**config.mk**
```make
export PLATFORM = sky130hd
export DESIGN_NAME = iq_sample_packer
export DESIGN_NICKNAME = d
export VERILOG_FILES = /design/src/rtl/iq_packer_pkg.sv /design/src/rtl/iq_field_quant.sv /design/src/rtl/iq_sample_packer.sv
export SDC_FILE = /design/constraint.sdc
export NUM_CORES = 1
export LEC_CHECK = 0
export ABC_AREA = 0
export ABC_CLOCK_PERIOD_IN_PS = 2300
export CORE_MARGIN = 4
export CORE_UTILIZATION = 47
export CTS_CLUSTER_DIAMETER = 50
export DETAILED_ROUTE_END_ITERATION = 10
export GPL_ROUTABILITY_DRIVEN = 0
export PLACE_DENSITY = 0.76
export SYNTH_ARGS = -nofsm -noshare
export SYNTH_HDL_FRONTEND = slang
export SYNTH_SLANG_ARGS = --single-unit
export TNS_END_PERCENT = 100
```
**constraint.sdc**
```tcl
create_clock -name clk -period 2.3 [get_ports clk]
set_input_delay 0.46 -clock clk [delete_from_list [all_inputs] [get_ports clk]]
set_output_delay 0.46 -clock clk [all_outputs]
set_load 0.05 [all_outputs]
```
**src/rtl/iq_packer_pkg.sv**
```systemverilog
`default_nettype none
// ============================================================================
//  Module      : iq_packer_pkg
//  Description : Shared constants and helpers for the IQ sample packer:
//                lane/count sizing, FSM state encodings, saturation limits.
//                Saturation is only used when PACKER_SAT_EN is defined.
//  Revision    : 1.0  initial release
// ============================================================================
package iq_packer_pkg;

  // FSM state encodings
  localparam logic [0:0] c_ST_IDLE = 1'b0;  // no packet open
  localparam logic [0:0] c_ST_FILL = 1'b1;  // packet open, lanes being filled

  // Number of sc16 samples packed per output word
  function automatic int calc_lanes(input int bits, input int out_width);
    return out_width / (2 * bits);
  endfunction

  // Width of the valid-lane count (must hold 0..LANES)
  function automatic int calc_count_w(input int lanes);
    return $clog2(lanes + 1);
  endfunction

  // Largest positive two's-complement value of a bits-wide field
  function automatic logic [7:0] sat_max(input int bits);
    return 8'((1 << (bits - 1)) - 1);
  endfunction

  // Most negative two's-complement value of a bits-wide field
  function automatic logic [7:0] sat_min(input int bits);
    return 8'(1 << (bits - 1));
  endfunction

  // Sizing for the default configuration (BITS=4, OUT_WIDTH=32)
  localparam int c_DEF_LANES   = calc_lanes(4, 32);
  localparam int c_DEF_COUNT_W = calc_count_w(c_DEF_LANES);

endpackage : iq_packer_pkg
`default_nettype wire

```
**src/rtl/iq_field_quant.sv**
```systemverilog
`default_nettype none
// ============================================================================
//  Module      : iq_field_quant
//  Description : Quantises one 16-bit two's-complement component to a
//                BITS-wide field taken at bit index 'shift'. With
//                PACKER_SAT_EN defined, out-of-range values saturate to
//                the field's max/min; otherwise the field wraps.
//  Revision    : 1.0  initial release
// ============================================================================
module iq_field_quant
  import iq_packer_pkg::*;
#(
  parameter int BITS    = 4,
  parameter int SHIFT_W = 4
) (
  input  logic [15:0]        comp,
  input  logic [SHIFT_W-1:0] shift,
  output logic [BITS-1:0]    field
);

  logic [BITS-1:0] w_plain;

  // Plain bit-select of comp[shift+BITS-1 : shift]
  assign w_plain = BITS'(comp >> shift);

`ifdef PACKER_SAT_EN
  localparam logic [7:0] c_MAX = sat_max(BITS);
  localparam logic [7:0] c_MIN = sat_min(BITS);

  logic [15:0] w_head;
  logic        w_ovf;

  // Arithmetic shift leaves only comp[15 : shift+BITS-1] sign-extended;
  // the field is representable only if those bits are all equal.
  assign w_head = 16'($signed(comp) >>> (32'(shift) + 32'(BITS - 1)));
  assign w_ovf  = ~((w_head == 16'h0000) | (w_head == 16'hFFFF));
  assign field  = w_ovf ? (comp[15] ? c_MIN[BITS-1:0] : c_MAX[BITS-1:0])
                        : w_plain;
`else
  assign field = w_plain;
`endif

endmodule : iq_field_quant
`default_nettype wire

```
**src/rtl/iq_sample_packer.sv**
```systemverilog
`default_nettype none
// ============================================================================
//  Module      : iq_sample_packer
//  Description : AXI-Stream IQ compressor/packer. Quantises each sc16
//                sample to BITS-bit I/Q fields and packs LANES samples per
//                OUT_WIDTH word (lane 0 in the LSBs). A beat with i_tlast
//                flushes the partial word with unused lanes zeroed.
//                Optional macro PACKER_SAT_EN enables field saturation.
//  Revision    : 1.0  initial release
// ============================================================================
module iq_sample_packer
  import iq_packer_pkg::*;
#(
  parameter int BITS      = 4,
  parameter int OUT_WIDTH = 32,
  parameter int SHIFT_W   = 4,
  parameter int LANES     = calc_lanes(BITS, OUT_WIDTH),
  parameter int COUNT_W   = calc_count_w(LANES)
) (
  input  logic                 clk,
  input  logic                 reset_n,
  input  logic [SHIFT_W-1:0]   cfg_shift,
  input  logic [31:0]          i_tdata,
  input  logic                 i_tlast,
  input  logic                 i_tvalid,
  output logic                 i_tready,
  output logic [OUT_WIDTH-1:0] o_tdata,
  output logic                 o_tlast,
  output logic                 o_tvalid,
  input  logic                 o_tready,
  output logic [COUNT_W-1:0]   o_count
);

  localparam int c_LANE_W    = 2 * BITS;
  localparam int c_MAX_SHIFT = 16 - BITS;

  logic [0:0]           r_state;
  logic [SHIFT_W-1:0]   r_shift_q;
  logic [COUNT_W-1:0]   r_lane;
  logic [OUT_WIDTH-1:0] r_acc;
  logic [OUT_WIDTH-1:0] r_o_tdata;
  logic                 r_o_tlast;
  logic                 r_o_tvalid;
  logic [COUNT_W-1:0]   r_o_count;

  logic [SHIFT_W-1:0]   w_cfg_clamped;
  logic [SHIFT_W-1:0]   w_shift_eff;
  logic [BITS-1:0]      w_field_i;
  logic [BITS-1:0]      w_field_q;
  logic [c_LANE_W-1:0]  w_lane;
  logic [OUT_WIDTH-1:0] w_acc_next;
  logic                 w_accept;
  logic                 w_last_lane;
  logic                 w_complete;

  // Output register can take a new word whenever it is empty or draining
  assign i_tready = ~r_o_tvalid | o_tready;
  assign w_accept = i_tvalid & i_tready;

  // Shift values beyond the top of the component are pinned to the top field
  assign w_cfg_clamped = (32'(cfg_shift) > 32'(c_MAX_SHIFT))
                       ? SHIFT_W'(c_MAX_SHIFT) : cfg_shift;

  // The first beat of a packet already uses the shift it latches
  assign w_shift_eff = (r_state == c_ST_IDLE) ? w_cfg_clamped : r_shift_q;

  iq_field_quant #(
    .BITS    (BITS),
    .SHIFT_W (SHIFT_W)
  ) u_quant_i (
    .comp  (i_tdata[31:16]),
    .shift (w_shift_eff),
    .field (w_field_i)
  );

  iq_field_quant #(
    .BITS    (BITS),
    .SHIFT_W (SHIFT_W)
  ) u_quant_q (
    .comp  (i_tdata[15:0]),
    .shift (w_shift_eff),
    .field (w_field_q)
  );

  assign w_lane      = {w_field_i, w_field_q};
  assign w_last_lane = (r_lane == COUNT_W'(LANES - 1));
  assign w_complete  = w_accept & (w_last_lane | i_tlast);

  // Accumulator with the current beat dropped into its lane
  always_comb begin
    w_acc_next = r_acc;
    for (int k = 0; k < LANES; k++) begin
      if (r_lane == COUNT_W'(k)) begin
        w_acc_next[k*c_LANE_W +: c_LANE_W] = w_lane;
      end
    end
  end

  // Lane counter, accumulator and output register
  always_ff @(posedge clk) begin
    if (!reset_n) begin
      r_lane     <= '0;
      r_acc      <= '0;
      r_o_tdata  <= '0;
      r_o_tlast  <= 1'b0;
      r_o_tvalid <= 1'b0;
      r_o_count  <= '0;
    end else begin
      if (r_o_tvalid & o_tready) begin
        r_o_tvalid <= 1'b0;
      end
      if (w_accept) begin
        if (w_complete) begin
          r_o_tdata  <= w_acc_next;
          r_o_tlast  <= i_tlast;
          r_o_count  <= r_lane + COUNT_W'(1);
          r_o_tvalid <= 1'b1;
          r_lane     <= '0;
          r_acc      <= '0;
        end else begin
          r_acc  <= w_acc_next;
          r_lane <= r_lane + COUNT_W'(1);
        end
      end
    end
  end

  // Packet FSM; shift is captured once per packet on its first beat
  always_ff @(posedge clk) begin
    if (!reset_n) begin
      r_state   <= c_ST_IDLE;
      r_shift_q <= '0;
    end else if (w_accept) begin
      if (r_state == c_ST_IDLE) begin
        r_shift_q <= w_cfg_clamped;
      end
      r_state <= i_tlast ? c_ST_IDLE : c_ST_FILL;
    end
  end

  assign o_tdata  = r_o_tdata;
  assign o_tlast  = r_o_tlast;
  assign o_tvalid = r_o_tvalid;
  assign o_count  = r_o_count;

endmodule : iq_sample_packer
`default_nettype wire

```
==> qor.txt, run 1 <==
count leader, synth: dfxtp_1
TritonCTS sink count: 77
initial antenna violation count: 0
total negative slack: -0.0267 ns
Power per Cell Area: 625 nW/µm²
period utilization: 101%
die height: 102 µm
xor-xnor portion of the synthesized cell area: 0%
Non-Filler Instances: 746
Clock Tree Buf Depth: 2
syn avg cell area: 8.37 µm²
total track usage: 26.5%
critical path type: flip-flop to flip-flop
main flop type after synthesis: dfxtp_1
Synth Area in Compound Gates: 27.1%
Skew-Pair Late Insertion Delay: 0.36 ns
Area contributors post-synth: dfxtp_1, mux2i_1, a21oi_1
fill cell count: 706
violated checks: setup timing
Root Buffer: clkbuf_8
simple-gate share of the synthesized area: 20.1%
DR iter-0 viols: 504
n_diodes: 0
status: finished with violations
Startpoint Class: flip-flop
slowest CP cell: or3b_4
CP startpoint: r_state
Port Buffers: 78
DR vias/cell: 6.20
setup slack after layout: -0.0155 ns
CP Max Fanout: 8
largest net degree at the start of global routing: 29
unrepaired setup endpoints after global routing: yes
cell total after placement: 719
vias in the first global route: 4436
row count: 34
NumNets Final: 679
net count after synthesis: 547
Syn Inst Count: 501
top cell type's share of synthesized area: 36.7%
synthesized-area fraction occupied by adder cells: 1.49%
Tightest Pin Transition: 0.515 ns
maxcap violations: 0
Synth Register Bits: 77
RR Startpoint: r_state
CTS H-tree depth: 3
area grow syn2layout: 40.9%
CTS Buf Count: 9
Bufs and invs on worst path: 0
largest family of logic cells by synthesized area: compound AO/OA/AOI/OAI gates
final worst clock skew: 0.00852 ns
Pleak: 2.31 nW
Die X: 102 µm
worst rel slew slack: 65.6%
post-synthesis mux area share: 9.48%
routed len/inst: 18.7 µm
CP top delay family: compound AO/OA/AOI/OAI gates
Yosys top cell by area: dfxtp_1
Slowest Stage Delay on Critical Path: 0.46 ns
Initial Utilization: 48.1%
io pins: 79
warnings from Yosys: 0
Arr. time, crit path: 2.57 ns
routed wire length: 13900 µm
total number of vias: 4625
gr ovfl total: 0
fmax: 0.432 GHz
crit path capture type: flip-flop
Critical Path RT: 2.56 ns
final cell utilization of the core: 67.8%
critical hold path startpoint: r_acc[12]
post-route ant nets: 0
worst min-delay path category: flip-flop to flip-flop
top cells by count, synth: dfxtp_1, nor2_1, nand2_1, a21oi_1, mux2i_1
CTS tree: yes
final hold vios: 0
Slew Limit Fails: 0
critical path, cell by cell: nand2b_4 -> o21ai_4 -> mux2_4 -> a222oi_1 -> or3b_4 -> a22o_1
sequential share of the synthesized area: 36.7%
Synth cell types: 63
Clock transition at path regs: 0.09 ns
DRC: 0
pre-CTS WS: -0.543 ns
Final Critical Period: 2.32 ns
setup violators final: 3
Fin Hold WS: 0.455 ns
VDD IR max: 0.492 mV
Post-synth ARST share: 0%
first-pass GRT wire length: 21900 µm
number of synthesized flops with an enable pin: 0
layout cells sized above 1: 20.4%
HPWL after detailed placement: 9970 µm
Die ar.: 10500 µm²
Hold-fix buffers, CTS: 0
mapped cell area: 4200 µm²
Core Box Area: 8720 µm²
Detailed Routing Iterations Pass 1: 6
flip-flops by register name (all words and copies together), names as in the netlist:
| register | cells |
|---|---|
| o_count | 3 |
| o_tdata | 32 |
| o_tlast | 1 |
| o_tvalid | 1 |
| r_acc | 32 |
| r_lane | 3 |
| r_shift_q | 4 |
| r_state | 1 |
cells by family (layout without fill, tap and decap cells):
family | count (synthesis) | in the layout
simple gates | 172 | 172
mux | 39 | 39
compound gates | 165 | 165
buf+inv | 43 | 180
fa+ha+maj | 5 | 5
flops | 77 | 77
report_power, final:
| part | switching, W | internal (W) |
|---|---|---|
| clock | 0.000524 | 0.000621 |
| combinational | 0.000628 | 0.000495 |
| sequential | 0.0000377 | 0.00139 |
placed cells by master (no fill, tap or decap), types with 4 or more instances in the layout:
cell             instances
nand3_1                 18
a21oi_1                 40
a221oi_1                 4
clkbuf_8                 9
o211ai_1                 5
mux2i_1                 30
o32ai_1                  9
and3_1                   9
nand4_1                  8
buf_12                   5
buf_4                   71
a22o_1                   9
inv_1                    6
a31oi_1                  5
a21o_1                   4
o21ai_0                 28
and2_1                  10
nor3b_1                  8
nor3_1                   4
clkdlybuf4s50_1         73
a211oi_1                13
dfxtp_1                 75
o22ai_1                 11
mux2_2                   4
nor2_1                  49
ha_1                     5
nand2_1                 45
path summary, 6_finish.rpt:
check	cells past startpoint	slack, ns	end
max	6	-0.02	r_acc[9]
min reg2reg	2	0.45	r_acc[12]
min	2	0.45	r_acc[12]
max reg2reg	6	-0.02	r_acc[9]
worst reg2reg max path, cell delays in order, from the launching register on:
cell and delay, ns:
dfxtp_4 0.38, nand2b_4 0.16, o21ai_4 0.26, mux2_4 0.34
a222oi_1 0.40, or3b_4 0.46, a22o_1 0.22
layer usage:
metal / global-route usage, % / wire length [µm] / vias to the layer above / share of wire [%]
met5: 0 / 0 / - / 0
met4: 9.28 / 398 / 0 / 2.9
li1: - / - / 2128 / -
met1: 34.6 / 5750 / 2185 / 41
met3: 6.21 / 1120 / 48 / 8.1
met2: 42.8 / 6650 / 264 / 48
area by class of cell:
class / instances / area (µm²) / share of cell area [%]
well taps: 108 / 135 / 2.29
multi-input cells: 381 / 2530 / 42.7
clock buffers: 10 / 128 / 2.16
repair buffers: 156 / 1450 / 24.5
flip-flops and latches: 77 / 1550 / 26.2
clock inverters: 6 / 93.8 / 1.59
inverters: 8 / 30.0 / 0.508
timing repair:
item | in CTS | in global routing
buffers inserted | 7 | 4
pin swaps | 4 | 6
gates cloned | 1 | 0
endpoints found under the hold margin | 0 | 0
setup endpoints to repair | 31 | 31
gates resized for setup | 12 | 22
through the flow:
step / total power [W] / cell area (µm²)
2_1_floorplan: 0.00205 / 4200
3_3_place_gp: 0.00247 / 5510
3_5_place_dp: 0.00249 / 5510
4_1_cts: 0.00364 / 5810
5_1_grt: 0.00383 / 5910
6_report: 0.00369 / 5910
Power figures use the tool's default switching activity.
==> run 2, diff against run 1 <==
--- a/config.mk
+++ b/config.mk
@@ -10,3 +10,4 @@
 export CORE_MARGIN = 4
-export CORE_UTILIZATION = 47
+export CORE_UTILIZATION = 49
+export CTS_BUF_LIST = sky130_fd_sc_hd__clkbuf_4
 export CTS_CLUSTER_DIAMETER = 50
@@ -14,3 +15,4 @@
 export GPL_ROUTABILITY_DRIVEN = 0
-export PLACE_DENSITY = 0.76
+export PLACE_DENSITY = 0.79
+export SKIP_CTS_REPAIR_TIMING = 1
 export SYNTH_ARGS = -nofsm -noshare
--- a/constraint.sdc
+++ b/constraint.sdc
@@ -3,2 +3,2 @@
 set_output_delay 0.46 -clock clk [all_outputs]
-set_load 0.05 [all_outputs]
+set_load 0.1 [all_outputs]
==> run 2 against run 1 <==
  * The run still ends with setup timing left
  * Sequential share of layout area grew 0.52 points
  * Worst hold slack gained 0.0035 ns
  * Fmax fell by 4.2%
  * First-iteration DRC count rose by 7.7%
  * Sequential cell count unchanged
  * Total power decreased by 4.2%
  * Via count up 0.78%
==> qor.txt, run 2 (synthesis gave the netlist of run 1 again) <==
Slowest Stage Delay on Critical Path: 0.55 ns (+0.09 ns)
Root Buffer: clkbuf_4
DRC: 0 (unchanged)
routed len/inst: 18.6 µm (-0.10%)
initial antenna violation count: 0 (unchanged)
Power per Cell Area: 611 nW/µm² (-2.3%)
layout cells sized above 1: 26.6% (+6.2 points)
HPWL after detailed placement: 10100 µm (+1.3%)
RR Startpoint: r_state
Critical Path RT: 2.64 ns (+0.08 ns)
Arr. time, crit path: 2.76 ns (+0.19 ns)
pre-CTS WS: -0.629 ns (-0.0862 ns)
Initial Utilization: 50.8% (+2.7 points)
NumNets Final: 676 (-0.44%)
unrepaired setup endpoints after global routing: yes
Port Buffers: 78 (unchanged)
Final Critical Period: 2.42 ns (+0.101 ns)
first-pass GRT wire length: 21300 µm (-2.9%)
critical path type: input pin to flip-flop
period utilization: 105% (+4.4 points)
Fin Hold WS: 0.458 ns (+0.00350 ns)
CTS Buf Count: 9 (unchanged)
clock power share: 24.1% (-6.9 points)
DR iter-0 viols: 543 (+7.7%)
Detailed Routing Iterations Pass 1: 5 (-1)
reg-to-reg slack, setup: -0.08 ns (-0.06 ns)
most frequent cells in the layout: buf_4, dfxtp_1, nor2_1, nand2_1, a21oi_1
Core Box Area: 8260 µm² (-5.3%)
Cell Int Power: 0.00223 W (-11%)
critical hold path startpoint: r_acc[12]
sequential cell fraction of total power: 40.3% (+1.7 points)
final cell utilization of the core: 70.2% (+2.4 points)
total track usage: 26.2% (-0.28 points)
Clock Tree Buf Depth: 2 (unchanged)
setup slack after layout: -0.117 ns (-0.101 ns)
most common cell after layout, fill and taps aside: buf_4
post-route ant nets: 0 (unchanged)
crit path capture type: flip-flop
vias in the first global route: 4373 (-1.4%)
routed wire length: 13800 µm (-0.90%)
n_diodes: 0 (unchanged)
Tightest Pin Transition: 0.565 ns (+0.0501 ns)
largest net degree at the start of global routing: 43 (+48%)
Slew Limit Fails: 0 (unchanged)
Die X: 101 µm (-1.9%)
CTS H-tree depth: 3 (unchanged)
gr ovfl total: 0 (unchanged)
critical path, cell by cell: clkdlybuf4s50_1 -> nand2b_4 -> o21ai_4 -> mux2_4 -> a222oi_1 -> or3b_4 -> a22o_1
Sw Ratio: 37.0% (+4.7 points)
Skew-Pair Late Insertion Delay: 0.44 ns (+0.08 ns)
Logic pwr share: 35.6% (+5.2 points)
fmax: 0.414 GHz (-4.2%)
worst min-delay path category: flip-flop to flip-flop
VDD IR max: 0.437 mV (-11%)
row count: 33 (-2.9%)
DR vias/cell: 6.30 (+1.6%)
final worst clock skew: 0.0222 ns (+0.0137 ns)
setup violators final: 14 (+11)
Hold Crit Endpoint: r_acc[12]
Clock transition at path regs: 0.14 ns (+0.05 ns)
TritonCTS sink count: 77 (unchanged)
fill cell count: 638 (-9.6%)
Pleak: 2.35 nW (+2.0%)
CTS tree: yes
io pins: 79 (unchanged)
final hold vios: 0 (unchanged)
Sw Pwr: 0.00131 W (+9.9%)
worst rel slew slack: 61.4% (-4.2 points)
Die ar.: 10100 µm² (-3.8%)
area grow syn2layout: 38.1%
status: finished with violations
hold depth: 2 (unchanged)
die height: 101 µm (-1.9%)
maxcap violations: 0 (unchanged)
R2R cell count: 7 (+1)
total number of vias: 4661 (+0.78%)
slowest CP cell: clkdlybuf4s50_1
r2r endpoint: r_acc[17]
CP Max Fanout: 6 (-2)
Startpoint Class: input pin
violated checks: setup timing
[run 2: worst max-delay path by stage]
| stage | from | to | slack (ns) |
|---|---|---|---|
| after floorplan | o_tvalid | o_count[0] | 0.07 |
| after global placement | cfg_shift[2] | r_acc[17] | -0.54 |
| after detailed placement | cfg_shift[3] | o_tdata[8] | -0.63 |
| after CTS | cfg_shift[3] | o_tdata[0] | -0.17 |
| after global routing | cfg_shift[1] | r_acc[17] | -0.20 |
| final | cfg_shift[1] | r_acc[17] | -0.12 |
[run 2: critical path: cells and delay by family]
family	cells	cell delay, ns
AND/OR/NAND/NOR	2	0.54
buffers and inverters	1	0.55
AO/OA/AOI/OAI	3	0.86
multiplexers	1	0.34
[run 2: routing by layer]
layer,global-route usage [%],wire (µm),vias to the layer above
met4,9.53,412,0
met1,33.7,5640,2217
met3,6.02,1130,45
met5,0,0,-
met2,43.0,6620,264
li1,-,-,2135
[run 2: layout make-up]
| class | count | area [µm²] | share of cell area [%] |
|---|---|---|---|
| Timing Repair Buffer | 153 | 1360 | 23.5 |
| Clock buffer | 10 | 75.1 | 1.30 |
| Tap cell | 105 | 131 | 2.27 |
| Multi-Input combinational cell | 381 | 2580 | 44.5 |
| Clock inverter | 6 | 70.1 | 1.21 |
| Inverter | 8 | 30.0 | 0.518 |
| Sequential cell | 77 | 1550 | 26.7 |
[run 2: metrics by stage]
step	instances	power, W	area (µm²)	TNS (ns)
after floorplan	501	0.00218	4210	0
after global placement	717	0.00258	5430	-24.00
after detailed placement	717	0.00261	5430	-26.82
after CTS	733	0.00344	5570	-2.13
after global routing	740	0.00367	5790	-2.02
final	740	0.00354	5790	-0.811
[run 2: power groups by stage]
stage	sequential (W)	combinational, W	clock (W)
finish	0.00143	0.00126	0.000851
detailed placement	0.00145	0.00115	0
global route	0.00143	0.00132	0.000916
CTS	0.00142	0.00116	0.000858
floorplan	0.00169	0.000491	0
global placement	0.00145	0.00113	0
